$ cat src/rtl/shapes_pkg.sv
// -----------------------------------------------------------------------------
// shapes_pkg
// Shared types and constants for the shapes unit rasterizers.
//   circ_state_t : sequencer states of the midpoint circle rasterizer
//   D_STEP_NEG   : decision increment constant when d < 0   (d += 4x + 6)
//   D_STEP_POS   : decision increment constant when d >= 0  (d += 4(x-y) + 10)
//   D_INIT       : decision seed constant                   (d  = 3 - 2r)
// -----------------------------------------------------------------------------
package shapes_pkg;

    typedef enum logic [1:0] {
        IDLE,
        EMIT,
        STEP,
        DONE
    } circ_state_t;

    localparam int D_STEP_NEG = 6;
    localparam int D_STEP_POS = 10;
    localparam int D_INIT     = 3;

endpackage

$ cat src/rtl/circle_decision_step.sv
// -----------------------------------------------------------------------------
// circle_decision_step
// Combinational midpoint decision update for one circle step. Uses the
// pre-update x/y.
//   d_i      : current signed decision variable (DW bits)
//   x_i, y_i : current unsigned coordinates (N bits)
//   d_next_o : updated decision variable
//   y_dec_o  : 1 when y must be decremented in this step (d_i >= 0)
// -----------------------------------------------------------------------------
module circle_decision_step
    import shapes_pkg::*;
#(
    parameter int N  = 10,
    parameter int DW = N + 3
) (
    input  logic signed [DW-1:0] d_i,
    input  logic        [N-1:0]  x_i,
    input  logic        [N-1:0]  y_i,
    output logic signed [DW-1:0] d_next_o,
    output logic                 y_dec_o
);

    // x and y are zero-extended so the 4x and 4(x-y) terms live at DW width.
    logic signed [DW-1:0] x_ext;
    logic signed [DW-1:0] y_ext;

    assign x_ext = {{(DW-N){1'b0}}, x_i};
    assign y_ext = {{(DW-N){1'b0}}, y_i};

    always_comb begin
        y_dec_o = ~d_i[DW-1];
        if (d_i[DW-1]) begin
            d_next_o = d_i + (x_ext <<< 2) + DW'(D_STEP_NEG);
        end else begin
            d_next_o = d_i + ((x_ext - y_ext) <<< 2) + DW'(D_STEP_POS);
        end
    end

endmodule

$ cat src/rtl/circle_raster_seq.sv
// -----------------------------------------------------------------------------
// circle_raster_seq
// Midpoint circle rasterizer sequencer. Captures centre/radius on start, walks
// one octant with the decision variable, and streams the 8 symmetric pixels of
// every step over a valid/ready handshake.
//   clk, rst        : clock (rising edge), asynchronous active-high reset
//   start           : one-cycle request, honoured only in IDLE
//   cx, cy, r       : centre and radius, captured on accepted start
//   pix_ready       : downstream accepts the presented pixel
//   pix_valid       : pix_x/pix_y carry a valid pixel
//   pix_x, pix_y    : pixel coordinates, wrapping modulo 2^N
//   busy            : high from accepted start until DONE exits
//   done            : one-cycle pulse when the circle is finished
// -----------------------------------------------------------------------------
module circle_raster_seq
    import shapes_pkg::*;
#(
    parameter int N  = 10,
    parameter int DW = N + 3
) (
    input  logic         clk,
    input  logic         rst,
    input  logic         start,
    input  logic [N-1:0] cx,
    input  logic [N-1:0] cy,
    input  logic [N-1:0] r,
    input  logic         pix_ready,
    output logic         pix_valid,
    output logic [N-1:0] pix_x,
    output logic [N-1:0] pix_y,
    output logic         busy,
    output logic         done
);

    circ_state_t          state_q, state_d;
    logic [N-1:0]         cx_q, cx_d;
    logic [N-1:0]         cy_q, cy_d;
    logic [N-1:0]         x_q, x_d;
    logic [N-1:0]         y_q, y_d;
    logic signed [DW-1:0] d_q, d_d;
    logic [2:0]           oct_q, oct_d;

    logic signed [DW-1:0] r_ext;
    logic signed [DW-1:0] d_init;
    logic signed [DW-1:0] d_step;
    logic                 y_dec;

    assign r_ext  = {{(DW-N){1'b0}}, r};
    assign d_init = DW'(D_INIT) - (r_ext <<< 1);

    circle_decision_step #(
        .N  (N),
        .DW (DW)
    ) u_decision (
        .d_i      (d_q),
        .x_i      (x_q),
        .y_i      (y_q),
        .d_next_o (d_step),
        .y_dec_o  (y_dec)
    );

    // NOTE: every state/output variable gets a default before the case so no
    // path leaves it unassigned; otherwise synthesis infers a latch.
    always_comb begin
        state_d = state_q;
        cx_d    = cx_q;
        cy_d    = cy_q;
        x_d     = x_q;
        y_d     = y_q;
        d_d     = d_q;
        oct_d   = oct_q;

        unique case (state_q)
            IDLE: begin
                if (start) begin
                    cx_d    = cx;
                    cy_d    = cy;
                    x_d     = '0;
                    y_d     = r;
                    d_d     = d_init;
                    oct_d   = '0;
                    state_d = EMIT;
                end
            end
            EMIT: begin
                if (pix_ready) begin
                    if (oct_q == 3'd7) begin
                        oct_d   = '0;
                        state_d = STEP;
                    end else begin
                        oct_d = oct_q + 3'd1;
                    end
                end
            end
            STEP: begin
                d_d = d_step;
                x_d = x_q + 1'b1;
                y_d = y_dec ? (y_q - 1'b1) : y_q;
                // y stepping below zero would wrap to a large unsigned value
                // and falsely keep the walk alive, so it ends the circle.
                if ((x_d <= y_d) && !(y_dec && (y_q == '0))) begin
                    state_d = EMIT;
                end else begin
                    state_d = DONE;
                end
            end
            DONE: begin
                state_d = IDLE;
            end
            default: begin
                state_d = IDLE;
            end
        endcase
    end

    // NOTE: sequential state uses non-blocking assignments so every register
    // samples the pre-edge values of the others.
    always_ff @(posedge clk or posedge rst) begin
        if (rst) begin
            state_q <= IDLE;
            cx_q    <= '0;
            cy_q    <= '0;
            x_q     <= '0;
            y_q     <= '0;
            d_q     <= '0;
            oct_q   <= '0;
        end else begin
            state_q <= state_d;
            cx_q    <= cx_d;
            cy_q    <= cy_d;
            x_q     <= x_d;
            y_q     <= y_d;
            d_q     <= d_d;
            oct_q   <= oct_d;
        end
    end

    // Octant mux; pixel outputs are forced to zero outside EMIT so they read
    // 0 in reset and idle.
    always_comb begin
        pix_valid = (state_q == EMIT);
        busy      = (state_q != IDLE);
        done      = (state_q == DONE);
        pix_x     = '0;
        pix_y     = '0;
        if (state_q == EMIT) begin
            unique case (oct_q)
                3'd0: begin pix_x = cx_q + x_q; pix_y = cy_q + y_q; end
                3'd1: begin pix_x = cx_q - x_q; pix_y = cy_q + y_q; end
                3'd2: begin pix_x = cx_q + x_q; pix_y = cy_q - y_q; end
                3'd3: begin pix_x = cx_q - x_q; pix_y = cy_q - y_q; end
                3'd4: begin pix_x = cx_q + y_q; pix_y = cy_q + x_q; end
                3'd5: begin pix_x = cx_q - y_q; pix_y = cy_q + x_q; end
                3'd6: begin pix_x = cx_q + y_q; pix_y = cy_q - x_q; end
                3'd7: begin pix_x = cx_q - y_q; pix_y = cy_q - x_q; end
                default: begin pix_x = '0; pix_y = '0; end
            endcase
        end
    end

endmodule

$ cat config.mk
export PLATFORM = sky130hd
export DESIGN_NAME = circle_raster_seq
export DESIGN_NICKNAME = d
export VERILOG_FILES = /design/src/rtl/shapes_pkg.sv /design/src/rtl/circle_decision_step.sv /design/src/rtl/circle_raster_seq.sv
export SDC_FILE = /design/constraint.sdc
export NUM_CORES = 1
export LEC_CHECK = 0
export BUFFER_PORTS_ARGS = -buffer_cell sky130_fd_sc_hd__buf_2
export CAP_MARGIN = 0
export CELL_PAD_IN_SITES_DETAIL_PLACEMENT = 0
export CELL_PAD_IN_SITES_GLOBAL_PLACEMENT = 2
export CORE_MARGIN = 2
export CORE_UTILIZATION = 39
export CTS_BUF_LIST = sky130_fd_sc_hd__clkbuf_16
export DETAILED_ROUTE_END_ITERATION = 6
export GPL_TIMING_DRIVEN = 0
export PLACE_DENSITY = 0.92
export SLEW_MARGIN = 20
export SYNTH_ARGS = -nofsm -noshare
export SYNTH_HDL_FRONTEND = slang
export SYNTH_SLANG_ARGS = --single-unit
$ cat constraint.sdc
create_clock -name clk -period 7.27 [get_ports clk]
set_clock_uncertainty 0.15 [all_clocks]
set_input_delay 0.727 -clock clk [delete_from_list [all_inputs] [get_ports clk]]
set_output_delay 0.727 -clock clk [all_outputs]
set_load 0.01 [all_outputs]
==> metrics, run 1 <==
R2R depth=17; Root Driver=clkbuf_16; Crit Path Category=reg2out; EDFF count, synth=0; DPL Wire Length=15.36 mm; post_cts resized=0; Total Wirelength=19.78 mm; Starting Density=between 40% and 50%; Synth-to-Final Area Change=12.99%; Worst slew margin=26.11%; Critical Path End Type=primary output; timing startpoint of the critical path=oct_q[0]; slowest CP cell=nor4_2; Worst-Margin Slew=1099 ps; Reg clk slew, reported paths=50 ps; largest net degree at the start of global routing=48; Initial DRC Count=between 500 and 600; post-synthesis cell count=830; Synth area leader=dfrtp_1; R2R setup slack=between 2000 and 3000 ps; Crit path arrival time=4530 ps; io pins=57; first-pass GRT wire length=31.73 mm; vias in the first global route=5,695; Final setup viols=0; final hold viol count=0; CTS tree=built; design area=7184 µm²; Seq cells post-synth=57; Slew Viols, Final=0; x dimension of the die=around 130 µm; post-synth cell types=a little over 60; Clk Latency, worst-skew pair=around 340 ps; sequential-to-total area share from yosys stat=22.43%; die height=131.7 µm; run status=complete, no violations; count leader, synth=nand2_1; Core Region=between 15,000 and 20,000 µm²; final worst path period share=about three quarters; Post-CTS Setup Bufs=0; CTS Sinks=57; DR vias=6,158; num rows=46; H-tree levels=3; Post-synth top flop=dfrtp_1; Synth top cells by count=124 x nand2_1, 88 x ha_1, 67 x nor2_1, 66 x o21ai_0, 61 x a21oi_1; Buf+Inv Stages, Crit Path=2; vias per cell=approximately 5.5; Post-synth ARST share=100.0%; worst-path maximum fanout=9; critical path's top delay family=simple AND/OR/NAND/NOR gates; Top cell by count, worst path=ha_1; GPL Wtd Cong=a little over 0.9; drt drc=0; IO buf count=56; Post-DP Area=6939 µm²; syn avg cell area=between 7 and 8 µm²; Cell Area, Synth=6359 µm²; post-synth top area share=between 20% and 30%; area of the die=17,340 µm²; R2R Path End=d_q[10]; Startpoint Class=flip-flop; worst min-delay path class=in2async; WP data required=approximately 6400 ps; total congestion overflow=0; DRT antenna net count=0; Net Count, Synth=957; RSZ-0062 raised after global routing=no; Crit path largest cell delay=940 ps; worst path cell trace=ha_1, ha_1, clkbuf_1, nor4_2, nand2_1, nand2_1, a221oi_1, ha_1, o21ai_0, a21oi_1, o211ai_1, o21ai_0, xnor3_1, and2_1, buf_2; drt wl/cell=approximately 18 µm; Total Nets Final=1,025; min cycle time layout=5408 ps; CTS Hold Bufs=0; Max Fclk=184.9 MHz; DRT Pass-1 Iters=5; total CTS buffers=9; antenna cells=0; # Max-Cap Violations=0; sum of negative setup slack=0 ps; All-Layer GR Usage=23.28%; initial antenna violation count=0; clk buf depth=2; ranking of synthesized cells by area=dfrtp_1 22%, ha_1 17%, nand2_1 7.3%; Syn. warnings=0; FF-to-FF Start=y_q[1]; proportion of layout cells with a drive suffix above 1=8.990%
==> worst max-delay path by stage <==
stage / slack, ps / end / cells past startpoint
finish: 1860 / pix_y[9] / 15
global route: 1430 / pix_x[9] / 18
CTS: 1880 / pix_x[9] / 18
detailed placement: 2250 / pix_x[9] / 18
global placement: 2320 / pix_x[9] / 18
floorplan: 3180 / pix_x[9] / 17
==> state kept, by name, summed over array words and instances (netlist names) <==
name and flops:
cx_q 10, cy_q 10, d_q 12, oct_q 3, state_q 2, x_q 10, y_q 10
==> cell type report <==
cell class / instances / area [µm²]
inverters: 48 / 182.7
clock inverters: 5 / 20.02
repair buffers: 57 / 307.8
multi-input cells: 688 / 4603
flip-flops and latches: 57 / 1426
fillers: 1710 / 8701
well taps: 216 / 270.3
plain buffers: 37 / 148.9
clock buffers: 9 / 225.2
==> layout by cell type, fill, tap and decap left out, drive strengths merged, types with 3 or more instances in the layout <==
| cell type | count |
|---|---|
| a22oi | 6 |
| nor4 | 6 |
| buf | 64 |
| a222oi | 4 |
| o21a | 9 |
| a31oi | 3 |
| nand4 | 8 |
| or3 | 12 |
| a211oi | 9 |
| xor2 | 22 |
| nor3b | 3 |
| mux2i | 3 |
| a21o | 10 |
| a21oi | 61 |
| o211ai | 6 |
| ha | 88 |
| clkbuf | 39 |
| or2 | 6 |
| o31ai | 3 |
| o31a | 3 |
| nor2b | 13 |
| dfrtp | 57 |
| or4 | 3 |
| o22ai | 4 |
| nand3 | 13 |
| nor2 | 67 |
| fa | 5 |
| o21ai | 67 |
| a221oi | 10 |
| inv | 52 |
| and3 | 3 |
| nor3 | 30 |
| xnor2 | 39 |
| o221ai | 6 |
| and2 | 4 |
| o21bai | 6 |
| a21boi | 3 |
| nand2 | 124 |
| nand2b | 13 |
==> metrics by stage <==
stage | worst slack, ps | cells | util, % | hold WS, ps
3_3_place_gp | 2322 | 1102 | 43.49 | 323.6
3_5_place_dp | 2251 | 1103 | 43.68 | 324.4
6_report | 1862 | 1117 | 45.23 | 147.6
2_1_floorplan | 3184 | 830 | - | 297.5
5_1_grt | 1431 | 1117 | 45.23 | 151.5
4_1_cts | 1879 | 1117 | 45.23 | 145.1
==> metal layers <==
| metal | vias up | wire, µm | track usage, % |
|---|---|---|---|
| met3 | 16 | 1159 | 3.781 |
| met4 | 0 | 271 | 5.556 |
| li1 | 3089 | - | - |
| met5 | - | 0 | 0 |
| met2 | 176 | 8495 | 34.55 |
| met1 | 2877 | 9849 | 35.04 |
==> worst reg2reg max path: stages (launching register included) <==
cell and delay (ps):
dfrtp_1 500, inv_1 160, ha_1 300, nor2b_1 120
o21ai_0 220, a21boi_0 160, o21ai_0 270, nor2b_1 200
xnor2_1 160, ha_1 270, ha_1 400, nand3_1 110
o211ai_1 300, nor2_1 110, o21ai_0 250, xor2_1 170
mux2i_1 100, a221oi_1 310
==> kinds of logic (layout without fill, tap and decap cells) <==
group,Yosys count,in the layout,share of synthesized area (%)
XOR/XNOR,62,62,8.756
buffers and inverters,85,156,5.175
flip-flops,57,57,22.43
multiplexers,4,4,0.6494
AND/OR/NAND/NOR,308,308,22.27
AO/OA/AOI/OAI,221,221,21.82
adder cells (fa/ha/maj),93,93,18.89
Power of run 1 is left out: the tool's default activity adds up to more than one toggle a clock period on the data nets, which glitch-free logic cannot reach.
==> run 2: changes to the inputs <==
--- a/config.mk
+++ b/config.mk
@@ -5,16 +5,17 @@
 export SDC_FILE = /design/constraint.sdc
 export NUM_CORES = 1
 export LEC_CHECK = 0
+export ABC_AREA = 1
 export BUFFER_PORTS_ARGS = -buffer_cell sky130_fd_sc_hd__buf_2
 export CAP_MARGIN = 0
 export CELL_PAD_IN_SITES_DETAIL_PLACEMENT = 0
 export CELL_PAD_IN_SITES_GLOBAL_PLACEMENT = 2
 export CORE_MARGIN = 2
-export CORE_UTILIZATION = 39
+export CORE_UTILIZATION = 34
 export CTS_BUF_LIST = sky130_fd_sc_hd__clkbuf_16
 export DETAILED_ROUTE_END_ITERATION = 6
 export GPL_TIMING_DRIVEN = 0
-export PLACE_DENSITY = 0.92
+export PLACE_DENSITY = 0.86
 export SLEW_MARGIN = 20
 export SYNTH_ARGS = -nofsm -noshare
 export SYNTH_HDL_FRONTEND = slang
==> constraint.sdc (replaced) <==
create_clock -name clk -period 5.5 [get_ports clk]
set_clock_uncertainty 0.15 [all_clocks]
set_input_delay 0.55 -clock clk [delete_from_list [all_inputs] [get_ports clk]]
set_output_delay 0.55 -clock clk [all_outputs]
set_load 0.01 [all_outputs]
==> metrics, run 2 <==
Cell Area, Synth=6623 µm²; clk buf depth=2; Post-CTS Setup Bufs=0; EDFF count, synth=0; Post-synth top flop=dfrtp_1; register area=1426 µm²; WHS=approximately 250 ps; run status=complete, no violations; Final Core Density=39.18%; multi-input logic area=4579 µm²; Worst Hold End=cy_q[6]; worst hold start=cy[6]; post-synthesis cell count=989; commonest non-fill, non-tap cell in the layout=nand2_1; DPL Wire Length=18.18 mm; Seq cells post-synth=57; All-Layer GR Usage=23.04%; design area=7551 µm²; most frequent cells in the layout=262 x nand2_1, 127 x inv_1, 88 x ha_1; Starting Density=about a third; Reg with most FFs=d_q; final hold viol count=0; vias in the first global route=about 6,300; FF-to-FF Start=x_q[0]; GPL Wtd Cong=0.9047; Clk Latency, worst-skew pair=340 ps; x dimension of the die=143.6 µm; CTS tree=built; post-synth cell types=between 40 and 50; total CTS buffers=9; Root Driver=clkbuf_16; Slew Viols, Final=0; WP data required=4800 ps; Synth-to-Final Area Change=14.02%; Net Count, Synth=roughly 1,100; count leader, synth=nand2_1; ranking of synthesized cells by area=dfrtp_1 22%, ha_1 17%, nand2_1 15%; num rows=51; worst-path maximum fanout=10; CTS Sinks=57; CTS Hold Bufs=1; R2R depth=19; vias per cell=5.200; Max Fclk=218.4 MHz; antenna cells=0; proportion of layout cells with a drive suffix above 1=8.757%; sequential-to-total area share from yosys stat=21.54%; Crit path arrival time=slightly below 4000 ps; R2R Path End=d_q[12]; area of the die=just over 20,000 µm²; largest net degree at the start of global routing=46; Core Region=19,270 µm²; die height=143.6 µm; sum of negative setup slack=0 ps; R2R setup slack=around 1300 ps; DRT antenna net count=0; # Max-Cap Violations=0; min cycle time layout=4580 ps; RSZ-0062 raised after global routing=no; Fill cells=about 2,100; drt wl/cell=17.19 µm; Initial DRC Count=547; Startpoint Class=flip-flop; Crit Path Category=reg2out; Largest register FFs=12; Final setup viols=0; Synth area leader=dfrtp_1; Post-synth ARST share=100.0%; Total Nets Final=approximately 1,200; DR vias=6,900; Synth top cells by count=262 x nand2_1, 127 x inv_1, 88 x ha_1, 77 x nor2_1, 76 x o21ai_0; final worst path period share=83.27%; Critical Path End Type=primary output; drt drc=0; Total Wirelength=22.81 mm; H-tree levels=3; Post-DP Area=7264 µm²; io pins=57; IO buf count=56; initial antenna violation count=0; DRT Pass-1 Iters=5; post-synth top area share=around 22%; first-pass GRT wire length=roughly 36 mm; WHS Path Cells=3; Worst-Margin Slew=about 830 ps; worst min-delay path class=in2reg; timing startpoint of the critical path=x_q[0]; Syn. warnings=0; syn avg cell area=roughly 6.7 µm²; post_cts resized=0; Worst slew margin=44.54%; total congestion overflow=0; Reg clk slew, reported paths=60 ps
-- run 2: logic make-up (layout without fill, tap and decap cells) --
logic type      after synthesis  in the layout  share of synthesized area (%)
flops                        57             57                          21.54
compound gates              221            221                          19.93
buf+inv                     158            231                          9.314
fa+ha+maj                    93             93                          18.14
xor+xnor                     33             33                          4.364
simple gates                427            427                          26.71
-- run 2: metrics by stage --
step	instances	setup slack (ps)
global route	1327	489.4
global placement	1310	1289
finish	1327	920.3
CTS	1327	938.2
detailed placement	1311	1315
floorplan	989	1972
-- run 2: critical path, stage by stage (launching register included) --
cell and delay, ps:
dfrtp_1 460, clkinv_1 410, ha_1 420, nand4_1 130
xor2_1 90, a221oi_1 600, ha_1 380, inv_1 120
o21ai_0 130, nand3_1 90, nand4_1 230, nand3_1 160
nand2_1 60, nor2_1 100, buf_2 140
-- run 2: worst max-delay path by stage --
| stage | end | slack, ps | depth (start not counted) |
|---|---|---|---|
| after floorplan | pix_y[6] | 1970 | 13 |
| after global placement | pix_y[9] | 1290 | 17 |
| after detailed placement | d_q[12] | 1310 | 19 |
| after CTS | pix_x[6] | 940 | 17 |
| after global routing | pix_x[6] | 490 | 18 |
| final | pix_y[9] | 920 | 14 |
-- run 2: per-layer routing --
layer  vias to the layer above  GRT usage (%)  routed length (µm)
met2                       188          33.81                9682
met1                      3234          35.50               11650
li1                       3458              -                   -
met3                        20          3.599                1239
met4                         0          4.438                 238
met5                         -              0                   0
-- run 2: area by class of cell --
class	count	area share [%]
clock inverter	6	0.6794
inverter	135	6.810
multi-input combinational	774	60.65
timing repair buffer	58	4.209
buffer	23	1.392
clock buffer	9	2.983
sequential	57	18.89
tap	265	4.391
Power of run 2 is left out for the same reason.
==> run 3: changes to the inputs <==
==> constraint.sdc (replaced) <==
create_clock -name clk -period 4.8 [get_ports clk]
set_clock_uncertainty 0.15 [all_clocks]
set_input_delay 0.48 -clock clk [delete_from_list [all_inputs] [get_ports clk]]
set_output_delay 0.48 -clock clk [all_outputs]
set_load 0.01 [all_outputs]
==> metrics, run 3 (synthesized netlist as in run 2, its figures left out) <==
run status=complete, no violations; # Max-Cap Violations=0; Reg with most FFs=d_q; DRT antenna net count=0; largest net degree at the start of global routing=46; Worst Hold End=cy_q[6]; R2R setup slack=between 700 and 800 ps; Total Nets Final=1,185; final worst path period share=between 90 and 100%; vias in the first global route=6,297; fin cells=1,327; R2R Path End=d_q[12]; Worst slew margin=between 40% and 50%; IO buf count=56; worst-path maximum fanout=7; total CTS buffers=9; drt drc=0; first-pass GRT wire length=between 30 and 40 mm; H-tree levels=3; worst hold start=cy[6]; worst min-delay path class=in2reg; io pins=57; final hold viol count=0; Clk Latency, worst-skew pair=340 ps; GPL Wtd Cong=0.9047; proportion of layout cells with a drive suffix above 1=8.851%; All-Layer GR Usage=between 20 and 25%; CTS Sinks=57; sum of negative setup slack=0 ps; x dimension of the die=143.6 µm; total congestion overflow=0; Synth-to-Final Area Change=14.19%; DRT Pass-1 Iters=5; vias per cell=5.197; WHS Path Cells=3; Starting Density=34.37%; Slew Viols, Final=0; initial antenna violation count=0; Post-DP Area=7264 µm²; Final setup viols=0; Startpoint Class=flip-flop; antenna cells=0; Largest register FFs=12; Initial DRC Count=555; RSZ-0062 raised after global routing=no; R2R depth=19; die height=around 140 µm; Reg clk slew, reported paths=50 ps; multi-input logic area=around 4600 µm²; most frequent cells in the layout=262 x nand2_1, 127 x inv_1, 88 x ha_1; Crit path arrival time=3830 ps; FF-to-FF Start=x_q[0]; design area=roughly 7600 µm²; Total Wirelength=around 23 mm; Post-CTS Setup Bufs=0; Root Driver=clkbuf_16; WP data required=4170 ps; clk buf depth=2; CTS tree=built; num rows=51; Critical Path End Type=primary output; min cycle time layout=4465 ps; Crit Path Category=reg2out; placed insts=1,311; commonest non-fill, non-tap cell in the layout=nand2_1; DPL Wire Length=18.18 mm; Fill cells=2,126; register area=roughly 1400 µm²; Worst-Margin Slew=829.5 ps; Max Fclk=224.0 MHz; Final Core Density=between 30 and 40%; Core Region=19,270 µm²; DR vias=about 6,900; drt wl/cell=17.23 µm; area of the die=20,610 µm²
-- run 3: final cells by class --
class	instances	area share, %
Clock buffer	9	2.978
Sequential cell	57	18.86
Clock inverter	6	0.6784
Timing Repair Buffer	58	4.203
Buffer	23	1.390
Tap cell	265	4.385
Inverter	135	6.850
Multi-Input combinational cell	774	60.66
-- run 3: worst max path at each step --
stage | from | end | slack [ps] | depth (start not counted)
floorplan | oct_q[0] | pix_y[6] | 1340 | 13
global route | oct_q[0] | pix_x[6] | 4 | 18
CTS | oct_q[0] | pix_x[6] | 310 | 17
global placement | x_q[0] | d_q[12] | 640 | 19
finish | y_q[0] | pix_y[9] | 340 | 15
detailed placement | x_q[0] | d_q[12] | 610 | 19
-- run 3: timing repair --
action | CTS | global route
hold buffers | 1 | 0
resized for setup | 0 | 2
endpoints found under the hold margin | 12 | 0
endpoints found under the setup margin | 0 | 3
-- run 3: worst max-delay path, cell delays in order, from the launching register on --
cell and delay [ps]:
dfrtp_1 480, inv_1 330, ha_1 340, nand3_1 160
xor2_1 300, nor2_1 90, a211oi_1 350, ha_1 380
a21oi_1 180, o21ai_0 140, nand2_1 80, nand4_1 200
nand3_1 160, nand2_1 60, nor2_1 100, buf_2 140
-- run 3: stage by stage --
step	hold slack, ps	worst slack [ps]
global placement	323.6	644.5
global route	181.7	3.659
floorplan	305.3	1342
finish	177.0	335.3
CTS	169.1	308.2
detailed placement	271.8	614.5
-- run 3: metal layers --
layer | track usage, % | wire (µm) | vias to the layer above
met5 | 0 | 0 | -
met4 | 4.438 | 250 | 0
met3 | 3.599 | 1244 | 21
met2 | 33.81 | 9680 | 189
met1 | 35.50 | 11700 | 3224
li1 | - | - | 3463
Power of run 3 is left out for the same reason.
